===== src/rtl/clk_div_pkg.sv =====
// Shared constants and the configuration-request record for the multi-channel
// clock divider. Optional phase-realign feature: CLKDIV_SYNC_EN (see clk_div_multi).
package clk_div_pkg;

    localparam int PKG_NCH      = 2;
    localparam int PKG_DIVW     = 16;
    localparam int PKG_DEF_DIV  = 4;
    localparam int PKG_LOCK_CYC = 4;
    localparam int PKG_SYNC_ST  = 2;

    // The request record is sized for the largest supported build
    // (up to 256 channels, divisors up to 32 bits); the top narrows on use.
    localparam int CFG_CHW_MAX  = 8;
    localparam int CFG_DIVW_MAX = 32;

    typedef struct packed {
        logic [CFG_CHW_MAX-1:0]  ch;
        logic [CFG_DIVW_MAX-1:0] div;
    } cfg_req_t;

    function automatic int ch_width(input int n);
        return (n > 1) ? $clog2(n) : 1;
    endfunction

endpackage


===== src/rtl/clk_div_chan.sv =====
// One divider channel: period counter, divisor register, registered strobe
// and waveform, and a lock qualifier that counts completed periods.
module clk_div_chan
    import clk_div_pkg::*;
#(
    parameter int DIVW     = PKG_DIVW,
    parameter int DEF_DIV  = PKG_DEF_DIV,
    parameter int LOCK_CYC = PKG_LOCK_CYC
) (
    input  logic            i_clk,
    input  logic            i_rst,
    input  logic            i_lk,
    input  logic            i_sync,
    input  logic            i_apply_req,
    input  logic [DIVW-1:0] i_new_div,
    output logic            o_applied,
    output logic            o_ce,
    output logic            o_div,
    output logic            o_locked
);

    localparam int              LCW       = (LOCK_CYC > 0) ? $clog2(LOCK_CYC + 1) : 1;
    localparam logic [LCW-1:0]  LOCK_INIT = LCW'(LOCK_CYC);
    localparam logic [DIVW-1:0] ONE       = DIVW'(1);
    localparam logic [DIVW-1:0] TWO       = DIVW'(2);

    logic [DIVW-1:0] r_cnt;
    logic [DIVW-1:0] r_div;
    logic            r_run;
    logic [LCW-1:0]  r_lock_cnt;
    logic            r_ce;
    logic            r_wave;
    logic            r_locked;

    logic            w_wrap;
    logic            w_boundary;
    logic            w_apply;
    logic            w_restart;
    logic [DIVW-1:0] w_div_nx;
    logic [DIVW-1:0] w_cnt_nx;
    logic [DIVW-1:0] w_half;

    // Period boundary detection and next-state of counter/divisor.
    // r_run is only set while lk=1 and D/=0, so !r_run covers both idle cases.
    always_comb begin
        w_wrap     = (r_cnt == r_div - ONE);
        w_boundary = !i_lk || !r_run || w_wrap || i_sync;
        w_apply    = i_apply_req && w_boundary;
        w_div_nx   = w_apply ? i_new_div : r_div;
        w_restart  = !r_run || w_wrap || i_sync || w_apply;
        w_cnt_nx   = w_restart ? '0 : r_cnt + ONE;
        w_half     = (w_div_nx >> 1) + DIVW'(w_div_nx[0]);
    end

    // Counter, divisor, registered outputs and lock qualification.
    always_ff @(posedge i_clk) begin
        if (i_rst) begin
            r_cnt      <= '0;
            r_div      <= DIVW'(DEF_DIV);
            r_run      <= 1'b0;
            r_lock_cnt <= LOCK_INIT;
            r_ce       <= 1'b0;
            r_wave     <= 1'b0;
            r_locked   <= 1'b0;
        end else if (!i_lk || (w_div_nx == '0)) begin
            r_div      <= w_div_nx;
            r_cnt      <= '0;
            r_run      <= 1'b0;
            r_lock_cnt <= LOCK_INIT;
            r_ce       <= 1'b0;
            r_wave     <= 1'b0;
            r_locked   <= 1'b0;
        end else begin
            r_div  <= w_div_nx;
            r_cnt  <= w_cnt_nx;
            r_run  <= 1'b1;
            r_ce   <= (w_cnt_nx == '0);
            r_wave <= (w_div_nx >= TWO) && (w_cnt_nx < w_half);
            if (w_apply || !r_run) begin
                r_lock_cnt <= LOCK_INIT;
                r_locked   <= (LOCK_CYC == 0);
            end else if (w_wrap && (r_lock_cnt != '0)) begin
                r_lock_cnt <= r_lock_cnt - LCW'(1);
                if (r_lock_cnt == LCW'(1)) r_locked <= 1'b1;
            end
        end
    end

    assign o_applied = w_apply;
    assign o_ce      = r_ce;
    assign o_div     = r_wave;
    assign o_locked  = r_locked;

endmodule


===== src/rtl/clk_div_multi.sv =====
// Multi-channel runtime-programmable clock divider. Holds the lock
// synchroniser, the single-entry config slot and its handshake.
// Optional macro CLKDIV_SYNC_EN adds i_sync_in, which restarts every enabled
// channel at cnt=0 on the following cycle.
module clk_div_multi
    import clk_div_pkg::*;
#(
    parameter int  NCH      = PKG_NCH,
    parameter int  DIVW     = PKG_DIVW,
    parameter int  DEF_DIV  = PKG_DEF_DIV,
    parameter int  LOCK_CYC = PKG_LOCK_CYC,
    parameter int  SYNC_ST  = PKG_SYNC_ST,
    localparam int CHW      = ch_width(NCH)
) (
    input  logic            i_clk,
    input  logic            i_rst,
    input  logic            i_ext_locked,
    input  logic            i_cfg_valid,
    output logic            o_cfg_ready,
    input  logic [CHW-1:0]  i_cfg_ch,
    input  logic [DIVW-1:0] i_cfg_div,
    output logic [NCH-1:0]  o_ce_out,
    output logic [NCH-1:0]  o_div_out,
    output logic [NCH-1:0]  o_ch_locked
`ifdef CLKDIV_SYNC_EN
    ,
    input  logic            i_sync_in
`endif
);

    logic [SYNC_ST-1:0] r_sync;
    logic               r_cfg_ready;
    cfg_req_t           r_slot;

    logic               w_lk;
    logic               w_sync;
    logic               w_ch_ok;
    logic [NCH-1:0]     w_applied;

    assign w_lk    = r_sync[SYNC_ST-1];
    assign w_ch_ok = (32'(i_cfg_ch) < NCH);

`ifdef CLKDIV_SYNC_EN
    assign w_sync = i_sync_in && w_lk;
`else
    assign w_sync = 1'b0;
`endif

    // Bring the asynchronous upstream lock into the fabric clock domain.
    always_ff @(posedge i_clk) begin
        if (i_rst) r_sync <= '0;
        else       r_sync <= {r_sync[SYNC_ST-2:0], i_ext_locked};
    end

    // Single shadow slot: r_cfg_ready low means an update is pending.
    // Requests to non-existent channels complete the handshake and are dropped.
    always_ff @(posedge i_clk) begin
        if (i_rst) begin
            r_cfg_ready <= 1'b1;
            r_slot      <= '0;
        end else if (!r_cfg_ready) begin
            if (|w_applied) r_cfg_ready <= 1'b1;
        end else if (i_cfg_valid && w_ch_ok) begin
            r_slot.ch   <= CFG_CHW_MAX'(i_cfg_ch);
            r_slot.div  <= CFG_DIVW_MAX'(i_cfg_div);
            r_cfg_ready <= 1'b0;
        end
    end

    assign o_cfg_ready = r_cfg_ready;

    for (genvar gi = 0; gi < NCH; gi++) begin : g_ch
        clk_div_chan #(
            .DIVW     (DIVW),
            .DEF_DIV  (DEF_DIV),
            .LOCK_CYC (LOCK_CYC)
        ) u_chan (
            .i_clk       (i_clk),
            .i_rst       (i_rst),
            .i_lk        (w_lk),
            .i_sync      (w_sync),
            .i_apply_req (!r_cfg_ready && (r_slot.ch == CFG_CHW_MAX'(gi))),
            .i_new_div   (DIVW'(r_slot.div)),
            .o_applied   (w_applied[gi]),
            .o_ce        (o_ce_out[gi]),
            .o_div       (o_div_out[gi]),
            .o_locked    (o_ch_locked[gi])
        );
    end

endmodule


===== config.mk =====
export PLATFORM = sky130hd
export DESIGN_NAME = clk_div_multi
export DESIGN_NICKNAME = d
export VERILOG_FILES = /design/src/rtl/clk_div_pkg.sv /design/src/rtl/clk_div_chan.sv /design/src/rtl/clk_div_multi.sv
export SDC_FILE = /design/constraint.sdc
export NUM_CORES = 1
export LEC_CHECK = 0
export BUFFER_PORTS_ARGS = -buffer_cell sky130_fd_sc_hd__buf_2
export CAP_MARGIN = 5
export CORE_MARGIN = 2
export CORE_UTILIZATION = 51
export CTS_BUF_LIST = sky130_fd_sc_hd__clkbuf_2 sky130_fd_sc_hd__clkbuf_4 sky130_fd_sc_hd__clkbuf_8
export CTS_CLUSTER_SIZE = 25
export DETAILED_ROUTE_END_ITERATION = 12
export PLACE_DENSITY = 0.68
export SLEW_MARGIN = 20
export SYNTH_ARGS = -nofsm -noshare
export SYNTH_HDL_FRONTEND = slang
export SYNTH_HIERARCHICAL = 1
export SYNTH_SLANG_ARGS = --single-unit

===== constraint.sdc =====
create_clock -name i_clk -period 18.1 [get_ports i_clk]
set_clock_uncertainty 0.1 [all_clocks]
set_input_delay 0.905 -clock i_clk [delete_from_list [all_inputs] [get_ports i_clk]]
set_output_delay 0.905 -clock i_clk [all_outputs]
set_load 0.005 [all_outputs]

* Yosys cells after proc, flatten, opt, wreduce, memory -nomap -nowiden
Index checks and enable logic that the tools add are counted.
** Word-level totals
- Logic and storage cells :: 82
- Bits in registers :: 98
- Bits of input ports :: 21
** Operators by class
- Magnitude comparators :: 4
- Eq/ne operators :: 4
- Multiplexer cells :: 9
- Add/sub/neg operators :: 8
- Reduce and logical (&&, ||, !) cells :: 39
** Operators by type and width (number)
- $logic_not A16 Y1 :: 4
- $mux W16 :: 4
- $add A15 B1 Y16 :: 2
- $add A16 B1 Y16 const B :: 2
- $eq A16 B16 Y1 :: 2
- $ge A16 B2 Y1 const B :: 2
- $lt A16 B16 Y1 :: 2
- $sub A16 B1 Y16 const B :: 2
- $logic_or A1 B1 Y1 :: 12
- $logic_and A1 B1 Y1 :: 8
- $logic_not A8 Y1 :: 1
- $eq A3 B1 Y1 const B :: 2
- $reduce_and A2 Y1 :: 3
- $reduce_bool A3 Y1 :: 2
- $reduce_or A2 Y1 :: 3
- $reduce_or A3 Y1 :: 2
- $sub A3 B1 Y3 const B :: 2
- $mux W1 :: 5
- $logic_not A1 Y1 :: 4

* Longest topological paths before layout
- Word-level depth :: 8
- Depth in mapped cells :: 28
- Depth with buffers taken out :: 27

* Hierarchy
Netlist, hierarchy kept.
** Modules (own cells, without submodules)
- clk_div_chan at g_ch[0].u_chan :: cells an instance 430, seq. area each 780.7 sq um, instances 1, area each 3296.9 sq um
- clk_div_chan at g_ch[1].u_chan :: cells an instance 397, seq. area each 780.7 sq um, instances 1, area each 3194.3 sq um
- clk_div_multi :: cells an instance 89, seq. area each 400.4 sq um, instances 1, area each 904.6 sq um

* Least setup slack after synthesis
OpenSTA, ideal clock, no wires.
- Path kind :: register to register
- From :: register g_ch[0].u_chan.r_div[0]
- To :: register g_ch[0].u_chan.r_wave
- Stages on the path, launching flop included :: 26
- Arrival time :: 5735 ps
- Path slack :: 12173 ps
- Data required time :: 17908 ps
- Period minus slack after synthesis :: 5927 ps
- Path through :: dfxtp_1 inv_1 ha_1 nand2b_1 or4b_2 a2111oi_0 o2111ai_1 or4_4 a31oi_4 buf_2 a21oi_1 inv_1 ha_1 ha_1 nand3_1 or3_1 mux2i_1 o21ai_0 xnor2_1 ha_1 a21o_1 a21o_1 a221oi_1 o21ai_0 a311o_1 nor4_1
** Between the ends
- Word-level cells in the longest chain between the ends :: 8
- Elaborated cells on any way between the ends :: 15
- Classes of those cells :: add/sub (2); order compare (2); eq/ne (1); mux (2); reduce/logical (8)
** RTL lines
- start: declaration :: RTL line clk_div_chan.sv:28 : logic [DIVW-1:0] r_div;
- start signal: assignment :: RTL line clk_div_chan.sv:59 : r_div <= DIVW'(DEF_DIV);
- start signal: assignment :: RTL line clk_div_chan.sv:66 : r_div <= w_div_nx;
- start signal: assignment :: RTL line clk_div_chan.sv:74 : r_div <= w_div_nx;
- $sub A16 B1 Y16 :: RTL line clk_div_chan.sv:46 : w_wrap = (r_cnt == r_div - ONE);
- $eq A16 B16 Y1 :: RTL line clk_div_chan.sv:46
- $logic_or A1 B1 Y1 :: RTL line clk_div_chan.sv:47 : w_boundary = !i_lk || !r_run || w_wrap || i_sync;
- $logic_and A1 B1 Y1 :: RTL line clk_div_chan.sv:48 : w_apply = i_apply_req && w_boundary;
- $mux W16 * :: RTL line clk_div_chan.sv:49 : w_div_nx = w_apply ? i_new_div : r_div;
- via g_ch[0].u_chan.w_div_nx[0] :: RTL line clk_div_chan.sv:39 : logic [DIVW-1:0] w_div_nx;
- $add A15 B1 Y16 / $logic_not A16 Y1 (equally long branches) :: RTL line clk_div_chan.sv:52, clk_div_chan.sv:65
- $lt A16 B16 Y1 / $logic_or A1 B1 Y1 (equally long branches) :: RTL line clk_div_chan.sv:78, clk_div_chan.sv:65
- $logic_and A1 B1 Y1 / $reduce_or A2 Y1 (equally long branches)
- end signal: assignment :: RTL line clk_div_chan.sv:78 : r_wave <= (w_div_nx >= TWO) && (w_cnt_nx < w_half);
- end: declaration :: RTL line clk_div_chan.sv:32 : logic r_wave;
Mark *: on every way through the listed nets, which the timed path passes. The rest lies on a longest branch.
A chain may end at the register's enable or synchronous reset.

* Final worst setup path
- From :: register g_ch[0].u_chan.r_div[1]
- To :: register g_ch[0].u_chan.r_wave
** Between the ends
- Word-level cells in the longest chain between the ends :: 8
- Elaborated cells on any way between the ends :: 15
- Classes of those cells :: add/sub (2); order compare (2); eq/ne (1); mux (2); reduce/logical (8)
** RTL lines
- $sub A16 B1 Y16 * :: RTL line clk_div_chan.sv:46
- $eq A16 B16 Y1 * :: RTL line clk_div_chan.sv:46
- $logic_or A1 B1 Y1 * :: RTL line clk_div_chan.sv:47
- $logic_and A1 B1 Y1 * :: RTL line clk_div_chan.sv:48
- via w_applied[0] :: RTL line clk_div_multi.sv:38 : logic [NCH-1:0] w_applied;
- $mux W16 * :: RTL line clk_div_chan.sv:49
- via g_ch[0].u_chan.w_div_nx[0] :: RTL line clk_div_chan.sv:39
- $add A15 B1 Y16 / $logic_not A16 Y1 (equally long branches) :: RTL line clk_div_chan.sv:52, clk_div_chan.sv:65
- $lt A16 B16 Y1 / $logic_or A1 B1 Y1 (equally long branches) :: RTL line clk_div_chan.sv:78, clk_div_chan.sv:65
- $logic_and A1 B1 Y1 / $reduce_or A2 Y1 (equally long branches)
Marks and branches as above.

==> flow_summary.json <==
{
  "nFillCells": 1386,
  "area_growth_syn_to_layout_pct": 4.35,
  "detailroute.via_count": 6335,
  "number_of_hold_violations_in_the_final_report": 0,
  "design_power_total_uw": 455,
  "start_kind": "flop",
  "detail_route.wirelength_mm": 18.1,
  "clk-insertion-delay-late_ns": 0.39,
  "layout.area.seq_sq_um": 1960,
  "synth_area_sq_um": 7400,
  "post-route-drc-count": 0,
  "share_of_synthesized_area_occupied_by_flip_flops_and_latches_pct": 26.5,
  "synthTopCellsByArea": "sky130_fd_sc_hd__dfxtp_1, sky130_fd_sc_hd__ha_1, sky130_fd_sc_hd__xnor2_1, sky130_fd_sc_hd__nor2_1, sky130_fd_sc_hd__xor2_1",
  "fraction_of_layout_cells_with_a_size_suffix_above_1_pct": 10.2,
  "gr-total-overflow": 0,
  "postSynthCellCount": 916,
  "critPathMaxFanout": 46,
  "slowest_stage": "sky130_fd_sc_hd__or4b_2",
  "synth.distinct_cells": 72,
  "critical_path_required_time_ns": 18.30,
  "finalNetCount": 970,
  "ys.warnings.count": 6,
  "ys_seq_elements": 98,
  "cellLeakagePower_nw": 3.00,
  "globalplace.congestion": 0.945,
  "antenna_found_initial": 0,
  "wire_length_of_the_first_global_routing_pass_mm": 29.7,
  "fin_util_pct": 53.7,
  "cts.hold.buffers_added": 0,
  "cts_buffer_depth": 2,
  "number_of_enable_type_register_cells_in_the_synthesized_netlist": 0,
  "avgSynthCellArea_sq_um": 8.07,
  "fp.dieArea_sq_um": 15500,
  "slew_headroom_pct": 57.1,
  "synth_area_leader_cell": "sky130_fd_sc_hd__dfxtp_1",
  "final_cell_count_no_fill": 1090,
  "peak_supply_drop_uv": 45.3,
  "drv.max_cap_violation_count": 0,
  "cts.clk_slew.worst_paths_ns": 0.11,
  "cts_resized": 0,
  "critical-path-top-cell-by-count": "sky130_fd_sc_hd__ha_1",
  "routed_wire_length_per_instance_um": 16.7,
  "h_tree_depth_reported_by_cts": 3,
  "synth_top_area_share_pct": 26.5,
  "grt_use_total_pct": 23.4,
  "multiInputGateArea_sq_um": 5010,
  "most-common-layout-cells": "sky130_fd_sc_hd__nor2_1, sky130_fd_sc_hd__dfxtp_1, sky130_fd_sc_hd__xnor2_1, sky130_fd_sc_hd__nand3_1, sky130_fd_sc_hd__nand2_1",
  "layout_commonest_cell": "sky130_fd_sc_hd__nor2_1",
  "post_route_clock_period_utilization_pct": 37.2,
  "clock_root_buffer_master": "sky130_fd_sc_hd__clkbuf_8",
  "hpwl_reported_at_the_end_of_detailed_placement_mm": 13.4,
  "final_setup_violation_count": 0,
  "initial_utilization_pct": 51.5,
  "largest_net_degree_at_the_start_of_global_routing": 56,
  "ys_async_sr_fraction_pct": 0,
  "critical_path.endpoint_type": "flop",
  "timing.critical_path.arrival_ns": 6.93,
  "number_of_global_route_vias_before_repair": 5841,
  "drt_first_pass_iters": 5,
  "io_pins": 28,
  "cts_post_setup_buffers_inserted": 0,
  "crit_path_max_incr_delay_ns": 0.63,
  "timing.fmax_mhz": 149,
  "min_path_type": "reg2reg",
  "detail-route-antenna-nets": 0,
  "final.setup.tns_ns": 0,
  "chipHeight_um": 124,
  "slew_at_the_pin_with_the_worst_max_slew_slack_ns": 0.643,
  "placement_rows": 44,
  "final.min_clock_period_ns": 6.73,
  "port_buffers": 27,
  "tritoncts": "done",
  "final_max_slew_viol_count": 0,
  "timing_worst_setup_path_type": "reg2reg",
  "cts_inserted_buffers": 9,
  "num_antenna_cells": 0,
  "place_inst": 1074,
  "power_density_relative_to_cell_area_nw_per_um2": 59.0,
  "detail_route.vias_per_cell": 5.81,
  "dominantRegCellSynth": "sky130_fd_sc_hd__dfxtp_1",
  "critical_path.n_buffers_inverters": 3,
  "core_area_sq_um": 14400,
  "path_delay_family": "simple AND/OR/NAND/NOR gates",
  "numClockSinks": 98,
  "grt_setup_unrepaired": "no",
  "run_status": "finished, final reports clean",
  "drt_iter0_markers": 424,
  "floorplan.die.width_um": 124
}
[routing by layer]
| metal | part of all wire [%] | up-vias | global-route usage, % |
|---|---|---|---|
| met5 | 0 | - | 0 |
| met4 | 1.8 | 0 | 7.73 |
| met3 | 5.5 | 22 | 3.44 |
| met2 | 43 | 157 | 35.6 |
| met1 | 50 | 2973 | 33.9 |
| li1 | - | 3183 | - |
[power breakdown]
| part | leakage [nW] | total, mW | internal, mW | switching (mW) |
|---|---|---|---|---|
| clock network | 0.102 | 0.155 | 0.0720 | 0.0828 |
| logic | 2.11 | 0.0671 | 0.0294 | 0.0377 |
| registers | 0.794 | 0.233 | 0.221 | 0.0126 |
[area by class of cell]
cell class,count,share of cell area [%]
Clock inverter,5,0.811
Inverter,33,1.61
Sequential cell,98,25.4
Multi-Input combinational cell,726,64.9
Clock buffer,11,1.96
Timing Repair Buffer,33,2.33
Tap cell,184,2.98
[state kept, by name (all words and copies together) (netlist names)]
name	flops
g_ch.u_chan/r_div	32
g_ch.u_chan/o_ce	2
r_sync	2
r_slot	17
g_ch.u_chan/r_lock_cnt	6
g_ch.u_chan/r_run	2
g_ch.u_chan/r_cnt	32
o_cfg_ready	1
g_ch.u_chan/o_locked	2
g_ch.u_chan/o_div	2
[worst register-to-register path, delay by kind of cell, from the launching register on]
family | cells | cell delay [ns]
AO/OA/AOI/OAI | 9 | 2.04
XOR/XNOR | 1 | 0.19
adder cells (fa/ha/maj) | 4 | 0.88
buffers and inverters | 3 | 0.64
flip-flops | 1 | 0.36
multiplexers | 1 | 0.32
AND/OR/NAND/NOR | 7 | 2.11
[synth_stat cells (3+ instances only)]
cell and n:
sky130_fd_sc_hd__buf_6 5, sky130_fd_sc_hd__clkbuf_1 32, sky130_fd_sc_hd__or2_2 5, sky130_fd_sc_hd__a211o_1 3
sky130_fd_sc_hd__nand3b_1 3, sky130_fd_sc_hd__or3_1 4, sky130_fd_sc_hd__o21bai_1 3, sky130_fd_sc_hd__nor3_1 17
sky130_fd_sc_hd__nand3_1 58, sky130_fd_sc_hd__a211oi_1 6, sky130_fd_sc_hd__o21a_1 3, sky130_fd_sc_hd__nor4b_1 3
sky130_fd_sc_hd__ha_1 48, sky130_fd_sc_hd__buf_4 7, sky130_fd_sc_hd__buf_2 14, sky130_fd_sc_hd__nor2_1 136
sky130_fd_sc_hd__nor4_1 15, sky130_fd_sc_hd__o211ai_1 6, sky130_fd_sc_hd__and4_1 5, sky130_fd_sc_hd__inv_1 33
sky130_fd_sc_hd__xor2_1 49, sky130_fd_sc_hd__xnor2_1 59, sky130_fd_sc_hd__nand4_1 20, sky130_fd_sc_hd__mux2_2 7
sky130_fd_sc_hd__o21ai_0 16, sky130_fd_sc_hd__dfxtp_1 98, sky130_fd_sc_hd__a2111oi_0 3, sky130_fd_sc_hd__nand2b_1 8
sky130_fd_sc_hd__or4_1 4, sky130_fd_sc_hd__a21oi_2 12, sky130_fd_sc_hd__a21oi_1 25, sky130_fd_sc_hd__a31oi_1 10
sky130_fd_sc_hd__and3_1 25, sky130_fd_sc_hd__nand2_1 53, sky130_fd_sc_hd__a21bo_2 5, sky130_fd_sc_hd__mux2i_1 36
sky130_fd_sc_hd__a21o_1 14, sky130_fd_sc_hd__nor2b_1 8, sky130_fd_sc_hd__a21bo_1 12
[worst paths after layout]
kind / startpoint / to / slack, ns / cells past startpoint
setup / recovery: g_ch[0].u_chan/r_div[1] / g_ch[0].u_chan/o_div / 11.37 / 25
hold / removal: r_sync[0] / r_sync[1] / 0.34 / 1
setup reg to reg: g_ch[0].u_chan/r_div[1] / g_ch[0].u_chan/o_div / 11.37 / 25
hold reg to reg: r_sync[0] / r_sync[1] / 0.34 / 1
[per-stage QoR]
step	area [sq um]	worst slack, ns	hold WS [ns]
2_1_floorplan	7400	12.17	0.314
3_3_place_gp	7500	11.72	0.326
3_5_place_dp	7500	11.44	0.320
4_1_cts	7720	11.42	0.344
5_1_grt	7720	10.73	0.377
6_report	7720	11.37	0.343
[logic make-up (layout without fill, tap and decap cells)]
logic type               Yosys count  after routing  share of synthesized area [%]
AO/OA/AOI/OAI                    141            141                           14.3
XOR/XNOR                         108            108                           12.8
adder cells (fa/ha/maj)           48             48                           8.12
buffers and inverters             93             82                           5.82
flip-flops                        98             98                           26.5
multiplexers                      43             43                           5.94
other                              1              2                         0.0507
AND/OR/NAND/NOR                  384            384                           26.5
Power figures use the tool's default switching activity.
